==> config.mk <==
export PLATFORM = sky130hd
export DESIGN_NAME = ex_fwd_source
export DESIGN_NICKNAME = d
export VERILOG_FILES = /design/src/rtl/ex_fwd_source.sv
export SDC_FILE = /design/constraint.sdc
export NUM_CORES = 1
export LEC_CHECK = 0
export ABC_AREA = 1
export CAP_MARGIN = 20
export CORE_MARGIN = 2
export CORE_UTILIZATION = 45
export CTS_BUF_LIST = sky130_fd_sc_hd__clkbuf_2 sky130_fd_sc_hd__clkbuf_4 sky130_fd_sc_hd__clkbuf_8
export CTS_CLUSTER_DIAMETER = 40
export DETAILED_ROUTE_END_ITERATION = 16
export HOLD_SLACK_MARGIN = 0.05
export PLACE_DENSITY = 0.83
export SYNTH_ARGS = -nofsm -noshare
export SYNTH_HDL_FRONTEND = slang
export SYNTH_SLANG_ARGS = --single-unit
==> constraint.sdc <==
create_clock -name clk -period 3.2 [get_ports clk]
set_clock_uncertainty 0.2 [all_clocks]
set_input_delay 0.96 -clock clk [delete_from_list [all_inputs] [get_ports clk]]
set_output_delay 0.96 -clock clk [all_outputs]
set_load 0.01 [all_outputs]
==> src/rtl/ex_fwd_source.sv <==
// ex_fwd_source: EX/MEM and MEM/WB pipeline registers plus the forwarding
// selects and load-use detection that the EX stage consumes. Also keeps a
// wrapping count of register-file writes that actually retire.
module ex_fwd_source #(
  parameter int DATA_W     = 32,
  parameter int REG_ADDR_W = 5,
  parameter int CNT_W      = 32
) (
  input  logic                  clk,
  input  logic                  reset,
  input  logic [DATA_W-1:0]     ex_alu_result,
  input  logic [DATA_W-1:0]     ex_alu_in2,
  input  logic [REG_ADDR_W-1:0] ex_dest_reg,
  input  logic                  ex_reg_write,
  input  logic                  ex_mem_to_reg,
  input  logic                  ex_mem_write,
  input  logic [DATA_W-1:0]     mem_read_data,
  input  logic [REG_ADDR_W-1:0] id_ex_rs,
  input  logic [REG_ADDR_W-1:0] id_ex_rt,
  input  logic                  stall,
  input  logic                  flush_ex,
  output logic [DATA_W-1:0]     ex_mem_alu_result,
  output logic [DATA_W-1:0]     ex_mem_store_data,
  output logic                  ex_mem_mem_write,
  output logic                  ex_mem_mem_read,
  output logic [DATA_W-1:0]     mem_wb_write_back_result,
  output logic [REG_ADDR_W-1:0] mem_wb_dest_reg,
  output logic                  mem_wb_reg_write,
  output logic [1:0]            Forward_A,
  output logic [1:0]            Forward_B,
  output logic                  load_use_hazard,
  output logic [CNT_W-1:0]      wb_count
);

  typedef enum logic [1:0] {
    FWD_REGFILE = 2'b00,
    FWD_MEM_WB  = 2'b01,
    FWD_EX_MEM  = 2'b10
  } fwd_sel_e;

  // EX/MEM state not visible directly on the ports.
  logic [REG_ADDR_W-1:0] ex_mem_dest_reg;
  logic                  ex_mem_reg_write;
  logic                  ex_mem_mem_to_reg;

  // A producer can only feed a consumer if it writes a real register.
  logic ex_mem_writes_reg;
  logic mem_wb_writes_reg;

  assign ex_mem_writes_reg = ex_mem_reg_write && (ex_mem_dest_reg != '0);
  assign mem_wb_writes_reg = mem_wb_reg_write && (mem_wb_dest_reg != '0);
  assign ex_mem_mem_read   = ex_mem_mem_to_reg;

  // Newest value wins; a load still in EX/MEM has no data yet, so it is
  // never a forwarding source (load_use_hazard covers that case instead).
  function automatic logic [1:0] fwd_select(
    input logic [REG_ADDR_W-1:0] src,
    input logic                  exm_wr,
    input logic                  exm_load,
    input logic [REG_ADDR_W-1:0] exm_dest,
    input logic                  mwb_wr,
    input logic [REG_ADDR_W-1:0] mwb_dest
  );
    logic [1:0] sel;
    sel = FWD_REGFILE;
    if (exm_wr && !exm_load && (exm_dest == src))
      sel = FWD_EX_MEM;
    else if (mwb_wr && (mwb_dest == src))
      sel = FWD_MEM_WB;
    return sel;
  endfunction

  // EX/MEM register: stall holds, flush inserts an all-zero bubble.
  always_ff @(posedge clk or negedge reset) begin
    if (!reset) begin
      // NOTE: sequential state uses non-blocking assignments so every
      // register samples pre-edge values regardless of block ordering.
      ex_mem_alu_result <= '0;
      ex_mem_store_data <= '0;
      ex_mem_dest_reg   <= '0;
      ex_mem_reg_write  <= 1'b0;
      ex_mem_mem_to_reg <= 1'b0;
      ex_mem_mem_write  <= 1'b0;
    end else if (stall) begin
      ex_mem_alu_result <= ex_mem_alu_result;
    end else if (flush_ex) begin
      ex_mem_alu_result <= '0;
      ex_mem_store_data <= '0;
      ex_mem_dest_reg   <= '0;
      ex_mem_reg_write  <= 1'b0;
      ex_mem_mem_to_reg <= 1'b0;
      ex_mem_mem_write  <= 1'b0;
    end else begin
      ex_mem_alu_result <= ex_alu_result;
      ex_mem_store_data <= ex_alu_in2;
      ex_mem_dest_reg   <= ex_dest_reg;
      ex_mem_reg_write  <= ex_reg_write;
      ex_mem_mem_to_reg <= ex_mem_to_reg;
      ex_mem_mem_write  <= ex_mem_write;
    end
  end

  // MEM/WB register: selects load data or ALU result for writeback.
  always_ff @(posedge clk or negedge reset) begin
    if (!reset) begin
      mem_wb_write_back_result <= '0;
      mem_wb_dest_reg          <= '0;
      mem_wb_reg_write         <= 1'b0;
    end else if (!stall) begin
      mem_wb_write_back_result <= ex_mem_mem_to_reg ? mem_read_data
                                                    : ex_mem_alu_result;
      mem_wb_dest_reg          <= ex_mem_dest_reg;
      mem_wb_reg_write         <= ex_mem_reg_write;
    end
  end

  // Retired-writeback counter: counts the write leaving MEM/WB this edge.
  always_ff @(posedge clk or negedge reset) begin
    if (!reset)
      wb_count <= '0;
    else if (!stall && mem_wb_writes_reg)
      wb_count <= wb_count + CNT_W'(1);
  end

  // Forwarding selects and load-use detection from registered state.
  always_comb begin
    // NOTE: every output of this block is assigned a default first, so no
    // path through it can leave a value unassigned and infer a latch.
    Forward_A       = FWD_REGFILE;
    Forward_B       = FWD_REGFILE;
    load_use_hazard = 1'b0;

    Forward_A = fwd_select(id_ex_rs, ex_mem_writes_reg, ex_mem_mem_to_reg,
                           ex_mem_dest_reg, mem_wb_writes_reg, mem_wb_dest_reg);
    Forward_B = fwd_select(id_ex_rt, ex_mem_writes_reg, ex_mem_mem_to_reg,
                           ex_mem_dest_reg, mem_wb_writes_reg, mem_wb_dest_reg);

    if (ex_mem_writes_reg && ex_mem_mem_to_reg &&
        ((ex_mem_dest_reg == id_ex_rs) || (ex_mem_dest_reg == id_ex_rt)))
      load_use_hazard = 1'b1;
  end

endmodule

==> run_results.csv, run 1 <==
group,metric,value,unit
run_status,outcome,"finished clean",
die,io_pins,259,
clocking,numClockSinks,142,
layout,multi_input_area,2430,um2
global_route,grt_max_degree,64,
layout,fillCellCount,1101,
logic_synthesis,ys_seq_area_share,54.8,%
global_route,track_usage,26.6,%
logic_synthesis,yosys_warnings,0,
layout,final_area,9730,um2
global_route,antenna_found_initial,0,
detailed_routing,first_iter_violations,429,
logic_synthesis,async_reset_ff_share,100,%
die,num_rows,43,
layout,area_delta_synth_final,50.0,%
detailed_routing,totalWireLength,19700,um
clocking,clockRootBuffer,"clkbuf_8",
sta,max_slew_margin,55.2,%
global_route,first_global_vias,6057,
sta,setup_viol,0,
worst_setup_path,critical_path_class,"input pin to output pin",
clocking,cts_tree,"done",
placement,gp_congestion,0.881,
sta,rsz0062_at_grt,"yes",
sta,hold_viol,0,
logic_synthesis,ys_types,29,
logic_synthesis,synthesis.nets,896,
layout,post-route-util,69.6,%
detailed_routing,detail_route.wl_per_cell,16.0,um
global_route,grt-ovfl-total,0,
power_and_ir_drop,p_per_area,465,nW/um2
sta,max_freq,319,MHz
sta,fin_crit,3.13,ns
worst_setup_path,endpoint_kind,"output pin",
logic_synthesis,syn_area,6490,um2
sta,worst_pin_slew,0.671,ns
clocking,htreeDepth,4,
detailed_routing,ant_nets,0,
die,die_h,124,um
worst_setup_path,worstPathArrival,1.97,ns
die,dieArea,15400,um2
logic_synthesis,synth_cells,777,
detailed_routing,drtPass1Iterations,5,
sta,slew_violations,0,
power_and_ir_drop,power.leakage,4.48,nW
global_route,grt_first_pass_wirelength,30900,um
sta,hold_ws,0.287,ns
clocking,clock_path_buffers,2,
layout,seq_area,3550,um2
worst_setup_path,critPathMaxFanout,2,
die,dieWidth,124,um
die,initial_core_util,46.4,%
worst_setup_path,worstPathRequired,2.04,ns
worst_setup_path,cp-start-kind,"input pin",
layout,final_nets,1156,
detailed_routing,viasPerCell,4.99,
clocking,numCtsBuffers,17,
worst_hold_path,hold_class,"input pin to asynchronous set/reset pin",
layout,antenna_cells,0,
logic_synthesis,avgSynthCellArea,8.35,um2
layout,layout-drive-gt1-share,7.62,%
detailed_routing,drc_errors,0,
placement,dp_hpwl,14100,um
power_and_ir_drop,ir_drop,0.286,mV
logic_synthesis,synth_edf_count,0,
job,drv_cap,0,
sta,tns,0,ns
power_and_ir_drop,power,4.53,mW
placement,port_buffers,258,
die,core_area,14000,um2
clocking,cts.clk_slew.worst_paths,0.08,ns
logic_synthesis,synthFlopType,"dfrtp_1",
logic_synthesis,ys_ff_latch,142,
detailed_routing,num_vias,6139,
clocking,postCtsHoldBufs,0,
placement,dpl_cell_area,9300,um2
clocking,insertion_delay,0.45,ns
sta,finalCritPeriodShare,97.9,%
## cells in the mapped netlist, types with 5 or more instances
cell type,n,area (um2)
a21oi_1,66,330
clkbuf_1,23,86.3
dfrtp_1,142,3550
inv_1,105,394
nand2_1,192,721
nand3_1,17,85.1
nand3b_1,5,37.5
nand4_1,13,81.3
nor2_1,66,248
nor3_1,8,40.0
o21ai_0,71,355
o22ai_1,7,43.8
xnor2_1,16,140
xor2_1,18,158
## power breakdown
part | switching [mW] | total, mW | internal (mW)
sequential | 0.135 | 2.08 | 1.95
combinational | 0.415 | 0.917 | 0.502
clock | 0.715 | 1.53 | 0.814
total | 1.26 | 4.53 | 3.26
## cell usage in the layout, fill, tap and decap left out, drive strengths merged
master / count
nand3b: 6
o22ai: 7
o21ai: 71
and2: 1
clkinv: 6
xnor2: 16
clkdlybuf4s50: 241
xor2: 18
nand2: 192
clkdlybuf4s15: 2
buf: 24
clkinvlp: 3
inv: 108
ha: 1
clkbuf: 22
dfrtp: 142
nand3: 21
nor3: 9
nand4: 13
or2: 2
nor2: 72
bufinv: 3
a21oi: 66
dlygate4sd2: 4
## kinds of logic (layout without fill, tap and decap cells)
| family | after synthesis | count (layout) | share of synthesized area, % |
|---|---|---|---|
| buffers and inverters | 140 | 413 | 8.35 |
| xor gates and xnor gates | 34 | 34 | 4.59 |
| adders and majority gates | 1 | 1 | 0.193 |
| AOI/OAI and AO/OA | 144 | 144 | 11.2 |
| DFF | 142 | 142 | 54.8 |
| and+or+nand+nor | 316 | 316 | 20.8 |
## metal layers
| metal | wire (um) | global-route usage (%) |
|---|---|---|
| met3 | 1750 | 9.89 |
| met5 | 0 | 0 |
| met2 | 9580 | 43.6 |
| met4 | 726 | 12.4 |
| met1 | 7610 | 30.9 |
## what timing repair did
item | 4_1_cts | 5_1_grt
buffers inserted | 3 | 0
gates resized for setup | 40 | 11
pin swaps | 7 | 10
endpoints found under the setup margin | 5 | 4
## stage by stage
step,setup WS (ns),instances
6_report,0.0673,1230
5_1_grt,-0.0196,1230
4_1_cts,-0.0313,1230
3_5_place_dp,-0.715,1196
3_3_place_gp,-0.669,1196
2_1_floorplan,0.286,777
## worst paths after layout
path                                                         from                                end  slack (ns)  depth (start not counted)
worst min register to register  ex_mem_store_data[26]$_DFFE_PN0N_  ex_mem_store_data[26]$_DFFE_PN0N_        0.29                          2
worst min-delay path                                        reset            wb_count[0]$_DFFE_PN0P_        0.29                          1
min in group clk                ex_mem_store_data[26]$_DFFE_PN0N_  ex_mem_store_data[26]$_DFFE_PN0N_        0.29                          2
max in group asynchronous                                   reset           wb_count[27]$_DFFE_PN0P_        1.85                          2
worst max register to register            wb_count[0]$_DFFE_PN0P_           wb_count[26]$_DFFE_PN0P_        1.32                          8
worst max-delay path                                  id_ex_rt[0]                    load_use_hazard        0.07                          6
## critical path, cell delays in order
cell           delay [ns]
dlygate4sd2_1        0.27
xnor2_1              0.14
nand4_1              0.17
buf_4                0.19
a21oi_2              0.12
buf_2                0.14
## area by class of cell
class / instances / area share [%]
Sequential cell: 142 / 36.5
Timing Repair Buffer: 274 / 27.7
Multi-Input combinational cell: 495 / 24.9
Inverter: 107 / 4.13
Clock buffer: 19 / 2.69
Tap cell: 180 / 2.31
Clock inverter: 13 / 1.67
Power figures use the tool's default switching activity.
==> run 2: changes to the inputs <==
--- a/config.mk
+++ b/config.mk
@@ -5,7 +5,7 @@
 export SDC_FILE = /design/constraint.sdc
 export NUM_CORES = 1
 export LEC_CHECK = 0
-export ABC_AREA = 1
+export ABC_AREA = 0
 export CAP_MARGIN = 20
 export CORE_MARGIN = 2
 export CORE_UTILIZATION = 45
==> constraint.sdc (replaced) <==
create_clock -name clk -period 3.3 [get_ports clk]
set_clock_uncertainty 0.2 [all_clocks]
set_input_delay 0.99 -clock clk [delete_from_list [all_inputs] [get_ports clk]]
set_output_delay 0.99 -clock clk [all_outputs]
set_load 0.01 [all_outputs]
==> run_results.csv, run 2 <==
group,metric,value,unit
clocking,htreeDepth,4,
sta,hold_viol,0,
run_status,outcome,"complete, but fails checks",
die,num_rows,43,
detailed_routing,first_iter_violations,370,
clocking,insertion_delay,0.44,ns
sta,max_slew_margin,57.6,%
sta,tns,-0.151,ns
logic_synthesis,ys_types,39,
layout,area_delta_synth_final,51.4,%
logic_synthesis,synthesis.nets,727,
power_and_ir_drop,power,4.26,mW
placement,place_ws,-0.914,ns
detailed_routing,drc_errors,0,
sta,slew_violations,0,
global_route,grt_max_degree,171,
worst_setup_path,critPathMaxFanout,2,
detailed_routing,totalWireLength,18300,um
logic_synthesis,synth_top_area_share,55.5,%
sta,max_freq,297,MHz
die,io_pins,259,
sta,fin_crit,3.37,ns
die,dieArea,15200,um2
placement,dpl_cell_area,9300,um2
sta,hold_ws,0.279,ns
logic_synthesis,synth_cells,608,
global_route,first_global_vias,5533,
global_route,track_usage,24.5,%
layout,antenna_cells,0,
sta,timing.final.ws_setup,-0.0658,ns
die,initial_core_util,46.1,%
logic_synthesis,yosys_warnings,0,
layout,layout.cells.most_common_list,"clkdlybuf4s50_1 (241), dfrtp_1 (141), nand2_1 (104), o21ai_0 (98), nand2b_1 (66)",
layout,final_area,9690,um2
worst_setup_path,worstPathRequired,2.11,ns
detailed_routing,num_vias,5416,
clocking,cts_tree,"done",
logic_synthesis,synthFlopType,"dfrtp_1",
layout,layout_commonest_cell,"clkdlybuf4s50_1",
clocking,cts.clk_slew.worst_paths,0.07,ns
layout,layout-drive-gt1-share,11.7,%
worst_setup_path,cp-start-kind,"input pin",
layout,final_nets,998,
worst_setup_path,endpoint_kind,"output pin",
layout,finalNonFillerCells,1071,
logic_synthesis,synthTopCellsByArea,"dfrtp_1 (56%), o21ai_0 (7.7%), nand2b_1 (6.5%), nand2_1 (6.1%), mux2i_1 (5.0%)",
global_route,grt-ovfl-total,0,
logic_synthesis,ys_top_cells_by_count,"dfrtp_1 (142), nand2_1 (104), o21ai_0 (98), nand2b_1 (66), mux2i_1 (32)",
clocking,numCtsBuffers,17,
die,dieWidth,123,um
detailed_routing,drtPass1Iterations,4,
placement,port_buffers,258,
detailed_routing,ant_nets,0,
global_route,grt_first_pass_wirelength,28400,um
logic_synthesis,yosysMostFrequentCell,"dfrtp_1",
worst_hold_path,hold_class,"flip-flop to flip-flop",
placement,gp_congestion,0.824,
global_route,antenna_found_initial,0,
run_status,failed_checks,"negative setup slack",
layout,fillCellCount,1034,
logic_synthesis,ys_seq_area_share,55.5,%
detailed_routing,viasPerCell,5.06,
worst_setup_path,critical_path_class,"input pin to output pin",
die,core_area,13900,um2
placement,numPlacedInstances,1039,
sta,worst_pin_slew,0.636,ns
logic_synthesis,ys_ff_latch,142,
power_and_ir_drop,power.leakage,4.16,nW
logic_synthesis,synth_top_area_cell,"dfrtp_1",
worst_setup_path,worstPathArrival,2.18,ns
layout,post-route-util,69.8,%
sta,rsz0062_at_grt,"yes",
clocking,numClockSinks,142,
clocking,clock_path_buffers,2,
logic_synthesis,avgSynthCellArea,10.5,um2
clocking,clockRootBuffer,"clkbuf_8",
logic_synthesis,synth_edf_count,0,
clocking,postCtsHoldBufs,0,
die,die_h,123,um
placement,dp_hpwl,13600,um
logic_synthesis,async_reset_ff_share,100,%
power_and_ir_drop,p_per_area,439,nW/um2
power_and_ir_drop,ir_drop,0.299,mV
job,drv_cap,0,
sta,finalCritPeriodShare,102,%
logic_synthesis,syn_area,6400,um2
sta,setup_viol,3,
detailed_routing,detail_route.wl_per_cell,17.1,um
run 2: cell types whose count changed after synthesis, sizes merged, moves of 32 or more:
cell / change
inv: -104
nor2: -66
nand2: -88
nand2b: +66
a21oi: -66
mux2i: +32
run 2: area by class of cell:
class / instances / area, um2 / area share, %
Sequential cell: 142 / 3550 / 36.7
Timing Repair Buffer: 286 / 2800 / 28.8
Multi-Input combinational cell: 430 / 2740 / 28.3
Clock buffer: 24 / 305 / 3.15
Tap cell: 180 / 225 / 2.32
Clock inverter: 7 / 62.6 / 0.645
Inverter: 2 / 7.51 / 0.0775
run 2: cells by family after synthesis:
kind of cell	count (synthesis)	synth area share, %
and+or+nand+nor	231	19.6
muxes	39	6.29
buffers and inverters	36	2.21
adders and majority gates	1	0.195
DFF	142	55.5
xor gates and xnor gates	51	6.98
AOI/OAI and AO/OA	108	9.19
run 2: layer usage:
| layer | part of all wire, % | global-route usage [%] |
|---|---|---|
| met1 | 38 | 28.5 |
| met2 | 53 | 42.5 |
| met3 | 6.4 | 7.43 |
| met4 | 2.6 | 9.09 |
| met5 | 0 | 0 |
run 2: worst max-delay path, cell delays in order:
cell and delay (ns):
buf_8 0.10, xor2_1 0.16, or4_4 0.53, nor4_2 0.22
buf_2 0.17
run 2: repair_timing:
action / in CTS / in global routing
setup endpoints to repair: 5 / 5
buffers inserted: 1 / 0
resized for setup: 63 / 4
pin swaps: 13 / 5
run 2: worst paths after layout:
check                                          from                                       to  slack, ns  cells after the start
min                        wb_count[31]$_DFFE_PN0P_                 wb_count[31]$_DFFE_PN0P_       0.28                      1
max                                     id_ex_rs[4]                             Forward_A[0]      -0.07                      5
min in group asynchronous                     reset         ex_mem_alu_result[4]$_DFFE_PN0N_       0.32                      1
min reg2reg                wb_count[31]$_DFFE_PN0P_                 wb_count[31]$_DFFE_PN0P_       0.28                      1
max reg2reg                 wb_count[1]$_DFFE_PN0P_                 wb_count[30]$_DFFE_PN0P_       1.20                      5
max in group asynchronous                     reset  mem_wb_write_back_result[1]$_DFFE_PN0N_       1.82                      2
run 2: report_power, final:
part	internal (mW)	switching (mW)
Sequential	1.89	0.132
Combinational	0.539	0.400
Clock	0.678	0.615
